$ cat src/rtl/misc_wbq_pkg.sv
// misc_wbq_pkg
//   Shared types and constants for the misc/convert result write-back queue.
//   misc_result_t is one queue entry: destination tag, size code, flags and
//   the result value. The flag index and size-code constants name the fields
//   that the misc unit produces. The queue stores these fields without
//   interpreting them.
package misc_wbq_pkg;

  localparam int MISC_DW = 128;
  localparam int MISC_TW = 4;

  // Bit positions inside the 5-bit flag vector {NaN, COUT, OVR, SIGN, ZERO}
  localparam int FLG_ZERO = 0;
  localparam int FLG_SIGN = 1;
  localparam int FLG_OVR  = 2;
  localparam int FLG_COUT = 3;
  localparam int FLG_NAN  = 4;

  // Result size codes carried on SR
  localparam logic [2:0] SR_B = 3'd0;
  localparam logic [2:0] SR_W = 3'd1;
  localparam logic [2:0] SR_D = 3'd2;
  localparam logic [2:0] SR_Q = 3'd3;
  localparam logic [2:0] SR_O = 3'd4;

  typedef struct packed {
    logic [MISC_TW-1:0] dst;
    logic [2:0]         sr;
    logic [4:0]         flg;
    logic [MISC_DW-1:0] r;
  } misc_result_t;

endpackage

$ cat src/rtl/misc_wbq_mem.sv
// misc_wbq_mem
//   Entry storage for the write-back queue. It is a DEPTH x misc_result_t
//   register array with one synchronous write port and one asynchronous read
//   port. Because the read port is asynchronous, the head entry appears on the
//   output with no read latency.
// Ports:
//   clk    in  clock
//   we     in  write enable
//   waddr  in  write slot
//   wdata  in  entry to store
//   raddr  in  read slot (queue head)
//   rdata  out entry at raddr
// The storage has no reset. Slots are only read after they have been written.
module misc_wbq_mem
  import misc_wbq_pkg::*;
#(
  parameter int DEPTH = 4
) (
  input  logic                     clk,
  input  logic                     we,
  input  logic [$clog2(DEPTH)-1:0] waddr,
  input  misc_result_t             wdata,
  input  logic [$clog2(DEPTH)-1:0] raddr,
  output misc_result_t             rdata
);

  misc_result_t mem [DEPTH];

  // Single write port. This is plain storage, so there is no reset here.
  always_ff @(posedge clk) begin
    if (we) begin
      mem[waddr] <= wdata;
    end
  end

  assign rdata = mem[raddr];

endmodule

$ cat src/rtl/misc_wb_queue.sv
// misc_wb_queue
//   Show-ahead result FIFO between the misc/convert unit and the register-file
//   write-back arbiter. It absorbs write-back contention and raises STALL to
//   hold off misc issue before the queue can overflow.
// Ports:
//   CLK, RESET          clock, synchronous active-high reset
//   VI, DSTi, SRi, Ri,  incoming result (valid, tag, size, value, flags)
//   FLGi
//   STALL               issue hold, decoded from the registered count only
//   WBV, WBDST, WBSR,   head entry toward write-back; the fields read as zero
//   WBR, WBFLG          while WBV is low
//   WBACK               write-back accepted; pops the head
//   CNT                 occupancy
//   OVF                 sticky overflow: a result arrived while the queue was
//                       full and nothing was popped
// Build option:
//   MISC_WBQ_BYPASS_EN  when this macro is defined, a result arriving at an
//                       empty queue is shown on the WB outputs in the same
//                       cycle. If WBACK is high in that cycle, the result is
//                       consumed without being stored.
module misc_wb_queue
  import misc_wbq_pkg::*;
#(
  parameter int DEPTH = 4,
  parameter int DW    = MISC_DW,
  parameter int TW    = MISC_TW
) (
  input  logic                       CLK,
  input  logic                       RESET,
  input  logic                       VI,
  input  logic [TW-1:0]              DSTi,
  input  logic [2:0]                 SRi,
  input  logic [DW-1:0]              Ri,
  input  logic [4:0]                 FLGi,
  output logic                       STALL,
  output logic                       WBV,
  output logic [TW-1:0]              WBDST,
  output logic [2:0]                 WBSR,
  output logic [DW-1:0]              WBR,
  output logic [4:0]                 WBFLG,
  input  logic                       WBACK,
  output logic [$clog2(DEPTH+1)-1:0] CNT,
  output logic                       OVF
);

  localparam int PW = $clog2(DEPTH);
  localparam int CW = $clog2(DEPTH+1);

  logic [PW-1:0] rd_ptr;
  logic [PW-1:0] wr_ptr;
  logic [CW-1:0] cnt;
  logic          ovf;

  logic          empty;
  logic          full;
  logic          bypass;
  logic          wbv;
  logic          push;
  logic          pop;
  logic          mem_we;

  misc_result_t  in_ent;
  misc_result_t  mem_head;
  misc_result_t  head;

  assign in_ent = '{dst: DSTi, sr: SRi, flg: FLGi, r: Ri};

  assign empty = (cnt == '0);
  assign full  = (cnt == CW'(DEPTH));

`ifdef MISC_WBQ_BYPASS_EN
  assign bypass = empty & VI;
  assign head   = bypass ? in_ent : mem_head;
`else
  assign bypass = 1'b0;
  assign head   = mem_head;
`endif

  assign wbv  = ~empty | bypass;
  assign pop  = WBACK & wbv;
  // When the queue is full, an incoming result is accepted only if the head
  // leaves in the same cycle.
  assign push = VI & (~full | pop);
  // A bypassed result that is accepted at once is never written to storage.
  // Both pointers still advance, so the pointers stay equal.
  assign mem_we = push & ~(bypass & pop);

  misc_wbq_mem #(.DEPTH(DEPTH)) u_mem (
    .clk   (CLK),
    .we    (mem_we),
    .waddr (wr_ptr),
    .wdata (in_ent),
    .raddr (rd_ptr),
    .rdata (mem_head)
  );

  // Pointer, occupancy and overflow state. DEPTH is a power of two, so the
  // pointers wrap naturally. The count can never pass DEPTH because a push
  // into a full queue needs a pop in the same cycle.
  always_ff @(posedge CLK) begin
    if (RESET) begin
      rd_ptr <= '0;
      wr_ptr <= '0;
      cnt    <= '0;
      ovf    <= 1'b0;
    end else begin
      if (push) begin
        wr_ptr <= wr_ptr + PW'(1);
      end
      if (pop) begin
        rd_ptr <= rd_ptr + PW'(1);
      end
      if (push && !pop) begin
        cnt <= cnt + CW'(1);
      end else if (pop && !push) begin
        cnt <= cnt - CW'(1);
      end
      if (VI && full && !pop) begin
        ovf <= 1'b1;
      end
    end
  end

  // STALL is raised one slot early, because one result may already be in
  // flight when issue stops.
  assign STALL = (cnt >= CW'(DEPTH-1));
  assign CNT   = cnt;
  assign OVF   = ovf;
  assign WBV   = wbv;

  // The head fields are masked to zero whenever no valid entry is presented.
  always_comb begin
    WBDST = '0;
    WBSR  = '0;
    WBR   = '0;
    WBFLG = '0;
    if (wbv) begin
      WBDST = head.dst;
      WBSR  = head.sr;
      WBR   = head.r;
      WBFLG = head.flg;
    end
  end

endmodule

$ cat config.mk
export PLATFORM = sky130hd
export DESIGN_NAME = misc_wb_queue
export DESIGN_NICKNAME = d
export VERILOG_FILES = /design/src/rtl/misc_wbq_pkg.sv /design/src/rtl/misc_wbq_mem.sv /design/src/rtl/misc_wb_queue.sv
export SDC_FILE = /design/constraint.sdc
export NUM_CORES = 1
export LEC_CHECK = 0
export BUFFER_PORTS_ARGS = -buffer_cell sky130_fd_sc_hd__buf_4
export CORE_UTILIZATION = 52
export CTS_CLUSTER_SIZE = 30
export DETAILED_ROUTE_END_ITERATION = 6
export GPL_TIMING_DRIVEN = 0
export HOLD_SLACK_MARGIN = 0.03
export PLACE_DENSITY = 0.76
export SYNTH_ARGS = -nofsm -noshare
export SYNTH_HDL_FRONTEND = slang
export SYNTH_HIERARCHICAL = 1
export SYNTH_SLANG_ARGS = --single-unit
export TNS_END_PERCENT = 100
$ cat constraint.sdc
create_clock -name CLK -period 11.17 [get_ports CLK]
set_clock_uncertainty 0.05 [all_clocks]
set_input_delay 0.5585 -clock CLK [delete_from_list [all_inputs] [get_ports CLK]]
set_output_delay 0.5585 -clock CLK [all_outputs]
set_load 0.02 [all_outputs]
==> results.md, run 1 <==
* Synth cell types at 27
* Worst hold stages at 1
* Ports at 290
* CP peak stage delay at 0.45 ns
* Setup Slack @ Placement at about 8.1 ns
* Cell-by-cell trace of the critical path: clkbuf_1, buf_2, buf_2, mux4_2, and2_1, buf_4
* Sequential share of the synthesized area at 78.5%
* Area after DPL at 24900 um^2
* EDFF count, synth at 560
* Core area at 40900 um^2
* Layout cell share with drive strength beyond 1 at 42.7%
* First-pass GRT wire length at around 63000 um
* Min cycle time layout at 3.33 ns
* HPWL after DPL at roughly 28000 um
* Worst path required time at 10.56 ns
* # setup viols final at 0
* DRT iter0 DRCs at 589
* Vias in the first global route at 10900
* Max-slew violation count at 0
* RR Endpoint: u_mem/mem[0][74]
* Routed vias at 10300
* Achievable frequency at 300 MHz
* Total setup buffers inserted after CTS at 0
* Fillers at 2681
* Rows at between 70 and 80
* Initial Utilization at 52.9%
* Clk sinks at ~570
* # hold bufs at CTS at 0
* GRT Total Usage at between 20% and 30%
* Routed WL at 43100 um
* Clock root cell: clkbuf_16
* Post-synth top flop: edfxtp_1
* GR peak layer: met2
* R2r startpoint: CNT[0]
* Vias/cell at 5.52
* Die H at 206 um
* CTS Buf Count at 55
* Post-Syn Area at 21600 um^2
* Finished layout cell area at around 27000 um^2
* Crit-path max FO at 10
* Worst ir drop on vdd at 0.246 mV
* RSZ-0062 raised after global routing: no
* Syn avg cell area at 23.2 um^2
* Slew at the pin closest to its max-slew limit at just under 0.9 ns
* Routed length per instance at 23.0 um
* Share of the synthesized area in the top cell type at 77.7%
* Yosys synthesis warning count at 6
* Drt first pass iters at 5
* Mapped Nets at 1077
* Leak at 9.16 nW
* Hold Crit Start: SRi[1]
* Post-CTS Resized at 0
* Crit path DAT at 2.72 ns
* Max-Cap Viols at 0
* R2R cell count at 7
* Crit path max-delay cell type: buf_2
* Hold Crit Class: input port to flop
* M1 GR Usage at 26.4%
* Final core area utilization at between 60% and 70%
* Area Overhead vs Synth at 23.5%
* Worst setup SP type: flop
* Element type at the critical path end: primary output
* Synth area leader: edfxtp_1
* M3 GR Usage at 5.31%
* FFs w/ async S/R, synth at 0%
* Hold endpoint: u_mem/mem[2][134]
* CTS Buffer Depth at 3
* Die width at ~210 um
* Power Density at 251 nW/um^2
* Status: finished clean
* Reg-to-reg slack, setup at 8.19 ns
* TritonCTS clock tree: yes
* Met2 Track Usage GR at 33.5%
* H-tree depth at 2
* Clock Latency Late Sink at approximately 0.58 ns
* Initial antenna violation count at 2
* Most used cell, CP: buf_2
* Post-Syn Instances at between 900 and 1000
* Pin count of the biggest net entering global routing at 52
* Period utilization at 29.8%
* # nets final at 1440
* Total power at 6.71 mW
* Relative slew margins at 40.7%
* PnR worst setup slack at ~8 ns
* Detail Route Antenna Nets at 0
* Remaining DRCs at 0
* # port buffers at 288
* Die Footprint at 42400 um^2
* Congestion Overflow GR at 0
* Final hold violations at 0
* Kind of critical path: flop to primary output
* Worst-path clk slew at approximately 0.060 ns
* #FFs+latches synth at approximately 570
* Gp weighted congestion at 0.718
* Synth top area cells: edfxtp_1, mux4_2, and2_1
worst max-delay path, delay by kind of cell (launching register included):
kind | cells | cell delay [ns]
flops | 1 | 0.35
mux | 1 | 0.39
simple gates | 1 | 0.17
buf+inv | 4 | 1.23
cells in the mapped netlist, drive strengths merged, types with 2 or more instances:
cell    number
a21oi        3
and2       140
and3b        2
buf         41
clkbuf       8
dfxtp        8
edfxtp     560
mux4       140
nor2         6
nor2b        2
o21ai        2
or3          3
xor2         4
kinds of logic (layout without fill, tap and decap cells):
kind of cell,count (synthesis),in the layout,share of synthesized area (%)
xor+xnor,4,4,0.162
compound gates,8,8,0.226
mux,142,142,14.7
buf+inv,50,457,1.78
simple gates,157,157,4.53
fa+ha+maj,2,2,0.150
other cells,0,1,0
flops,568,568,78.5
state kept, by name (all words and copies together), names as in the netlist:
signal	count
wr_ptr	2
CNT	3
rd_ptr	2
u_mem/mem	560
OVF	1
power by group:
| part | internal (mW) | switching [mW] | total [mW] |
|---|---|---|---|
| logic | 1.08 | 1.23 | 2.31 |
| registers | 2.51 | 0.0454 | 2.56 |
| clock network | 1.09 | 0.749 | 1.84 |
final cells by class:
cell class                 instances  area (um^2)  area share, %
buffer                            49          380           1.42
inverter                           1         3.75         0.0141
tap                              532          666           2.49
sequential                       568        17000           63.6
timing repair buffer             306         2570           9.64
multi-input combinational        313         4290           16.1
clock buffer                      72         1520           5.70
antenna                            1         2.50        0.00937
clock inverter                    29          292           1.09
worst max-delay path by stage:
stage | slack, ns | endpoint | from | cells past startpoint
final | 7.84 | WBR[116] | rd_ptr[1] | 6
after detailed placement | 8.07 | u_mem/mem[0][71] | WBACK | 8
after CTS | 7.78 | WBR[116] | rd_ptr[1] | 6
after global routing | 7.73 | WBR[116] | rd_ptr[1] | 6
after global placement | -0.34 | u_mem/mem[0][84] | WBACK | 4
after floorplan | 4.16 | u_mem/mem[0][0] | CNT[0] | 3
layer usage:
metal	up-vias	routed length [um]
met5	-	0
met4	0	1020
met3	67	3220
met2	308	21500
met1	5395	17300
li1	4558	-
placed cells by master, fill, tap and decap left out, types with 8 or more instances in the layout:
master,Yosys,final
buf_4,3,291
clkinv_2,0,8
clkbuf_1,8,19
buf_6,22,22
edfxtp_1,560,560
clkbuf_16,0,57
and2_1,140,140
mux4_2,140,140
dfxtp_1,8,8
buf_16,0,11
clkinv_1,0,11
buf_2,16,16
metrics by stage:
step | TNS, ns | hold WS, ns | std cells
2_1_floorplan | 0 | 0.427 | 931
3_3_place_gp | -45.87 | 0.418 | 1751
3_5_place_dp | 0 | 0.461 | 1769
4_1_cts | 0 | 0.0808 | 1870
5_1_grt | 0 | 0.0951 | 1870
6_report | 0 | 0.120 | 1871
No activity file was read; power rests on OpenSTA's default activity.
==> inputs of run 2 (changes only) <==
--- a/config.mk
+++ b/config.mk
@@ -6,12 +6,12 @@
 export NUM_CORES = 1
 export LEC_CHECK = 0
 export BUFFER_PORTS_ARGS = -buffer_cell sky130_fd_sc_hd__buf_4
-export CORE_UTILIZATION = 52
+export CORE_UTILIZATION = 55
 export CTS_CLUSTER_SIZE = 30
 export DETAILED_ROUTE_END_ITERATION = 6
 export GPL_TIMING_DRIVEN = 0
 export HOLD_SLACK_MARGIN = 0.03
-export PLACE_DENSITY = 0.76
+export PLACE_DENSITY = 0.77
 export SYNTH_ARGS = -nofsm -noshare
 export SYNTH_HDL_FRONTEND = slang
 export SYNTH_HIERARCHICAL = 1
==> constraint.sdc (replaced) <==
create_clock -name CLK -period 3.2 [get_ports CLK]
set_clock_uncertainty 0.05 [all_clocks]
set_input_delay 0.16 -clock CLK [delete_from_list [all_inputs] [get_ports CLK]]
set_output_delay 0.16 -clock CLK [all_outputs]
set_load 0.02 [all_outputs]
==> run 2 against run 1 <==
Compared with the run above: total power grew to 3.5 times the previous value; flip-flop and latch count is the same; worst setup slack lost 7.6 ns; clock power grew to 3.3 times the previous value; design area grew 5.0%; die area shrank 5.4%; first-iteration DRC count grew 22%; critical endpoint is now WBFLG[1].
==> results.md, run 2 (same netlist as run 1, synthesis figures left out) <==
* Layout cell share with drive strength beyond 1 at 38.2%
* DRT iter0 DRCs at 718
* Routed WL at ~47000 um
* Clock root cell: clkbuf_16
* Kind of critical path: flop to primary output
* Leak at 9.72 nW
* # port buffers at ~290
* GRT Total Usage at between 20% and 30%
* Slew at the pin closest to its max-slew limit at 0.909 ns
* Gp weighted congestion at 0.715
* Die Footprint at 40100 um^2
* Relative slew margins at 39.4%
* Remaining DRCs at 0
* Finished layout cell area at 28000 um^2
* Area after DPL at 24900 um^2
* Element type at the critical path end: primary output
* Hold Crit Class: input port to flop
* Vias/cell at 5.57
* # setup viols final at 0
* Layout Cells excl Fill at 2005
* Routed vias at 11200
* Rows at 72
* Power Density at 832 nW/um^2
* Worst path required time at ~3 ns
* Clock Latency Late Sink at 0.59 ns
* Achievable frequency at 343 MHz
* Drt first pass iters at 5
* Die H at between 200 and 250 um
* Detail Route Antenna Nets at 0
* Worst-path clk slew at approximately 0.06 ns
* CTS Buffer Depth at 3
* Pin count of the biggest net entering global routing at 55
* Post-CTS Resized at 0
* Placed insts at around 1800
* # nets final at 1587
* Top reg by flops: u_mem/mem
* Vias in the first global route at 12100
* Status: finished clean
* H-tree depth at 2
* TritonCTS clock tree: yes
* CTS Buf Count at 55
* Ports at 290
* Max-slew violation count at 0
* Initial Utilization at approximately 56%
* Congestion Overflow GR at 0
* Max reg flops at 560
* HPWL after DPL at 27200 um
* Final hold violations at 0
* Die width at 200 um
* Worst setup SP type: flop
* Period utilization at 91.2%
* Max-Cap Viols at 0
* Crit-path max FO at 10
* Fillers at ~2200
* Min cycle time layout at approximately 2.9 ns
* Routed length per instance at 23.3 um
* Area Overhead vs Synth at 29.6%
* First-pass GRT wire length at 71400 um
* Most common cell after layout, fill and taps aside: edfxtp_1
* Core area at roughly 39000 um^2
* Initial antenna violation count at 3
* RSZ-0062 raised after global routing: no
* Worst ir drop on vdd at 0.832 mV
* Most frequent cells in the layout: edfxtp_1, buf_4, dlygate4sd3_1
* Clk sinks at 568
* Crit path DAT at 2.71 ns
## run 2: cell types whose count changed in the layout (fill, tap and decap cells not counted), sizes merged
cell | before | now
dlygate4sd3 | 0 | 146
clkinv | 19 | 25
bufinv | 6 | 2
clkinvlp | 4 | 2
buf | 347 | 348
clkbuf | 80 | 81
## run 2: cell type report
cell class | instances | area (um^2) | area share (%)
multi-input cells | 313 | 4310 | 15.4
clock inverters | 29 | 181 | 0.647
well taps | 518 | 648 | 2.31
diodes | 1 | 2.50 | 0.00892
flip-flops and latches | 568 | 17000 | 60.6
repair buffers | 453 | 4040 | 14.4
plain buffers | 49 | 380 | 1.36
inverters | 1 | 3.75 | 0.0134
clock buffers | 73 | 1490 | 5.30
## run 2: worst max-delay path: stages, from the launching register on
cell      delay [ns]
dfxtp_1         0.34
clkbuf_1        0.29
buf_2           0.41
buf_2           0.35
mux4_2          0.36
and2_1          0.20
buf_4           0.17
## run 2: metal layers
layer,wire length (um),GRT usage (%),part of all wire [%],vias to the layer above
met5,13,0,0.028,-
met4,1040,7.91,2.2,2
met3,3170,5.39,6.8,79
met2,24000,40.1,51,418
met1,18400,30.8,39,5813
li1,-,-,-,4851
## run 2: what timing repair did
action                                 CTS  global route
endpoints found under the hold margin  568             0
buffers inserted                         1             0
hold buffers                           146             0
setup endpoints to repair               15             0
## run 2: power breakdown
group / internal, mW / leakage, nW / switching [mW]
Clock: 3.41 / 0.812 / 2.61
Combinational: 3.92 / 3.70 / 4.44
Sequential: 8.78 / 5.21 / 0.178
## run 2: final timing paths
path / slack [ns] / endpoint / from / cells after the start
min reg2reg: 0.47 / rd_ptr[1] / rd_ptr[1] / 2
min: 0.26 / u_mem/mem[1][11] / Ri[11] / 2
max: 0.28 / WBFLG[1] / rd_ptr[1] / 6
max reg2reg: 0.57 / u_mem/mem[0][71] / CNT[2] / 9
## run 2: per-stage QoR
stage	worst slack (ns)	TNS (ns)	power, mW	utilization, %	hold WS [ns]
floorplan	-1.56	-219.02	14.0	-	0.209
global placement	-4.36	-1065.01	17.2	63.2	0.309
detailed placement	-0.0256	-0.365	17.3	64.3	0.311
CTS	0.246	0	23.5	72.4	0.224
global route	0.162	0	24.3	72.4	0.242
finish	0.281	0	23.3	72.4	0.263
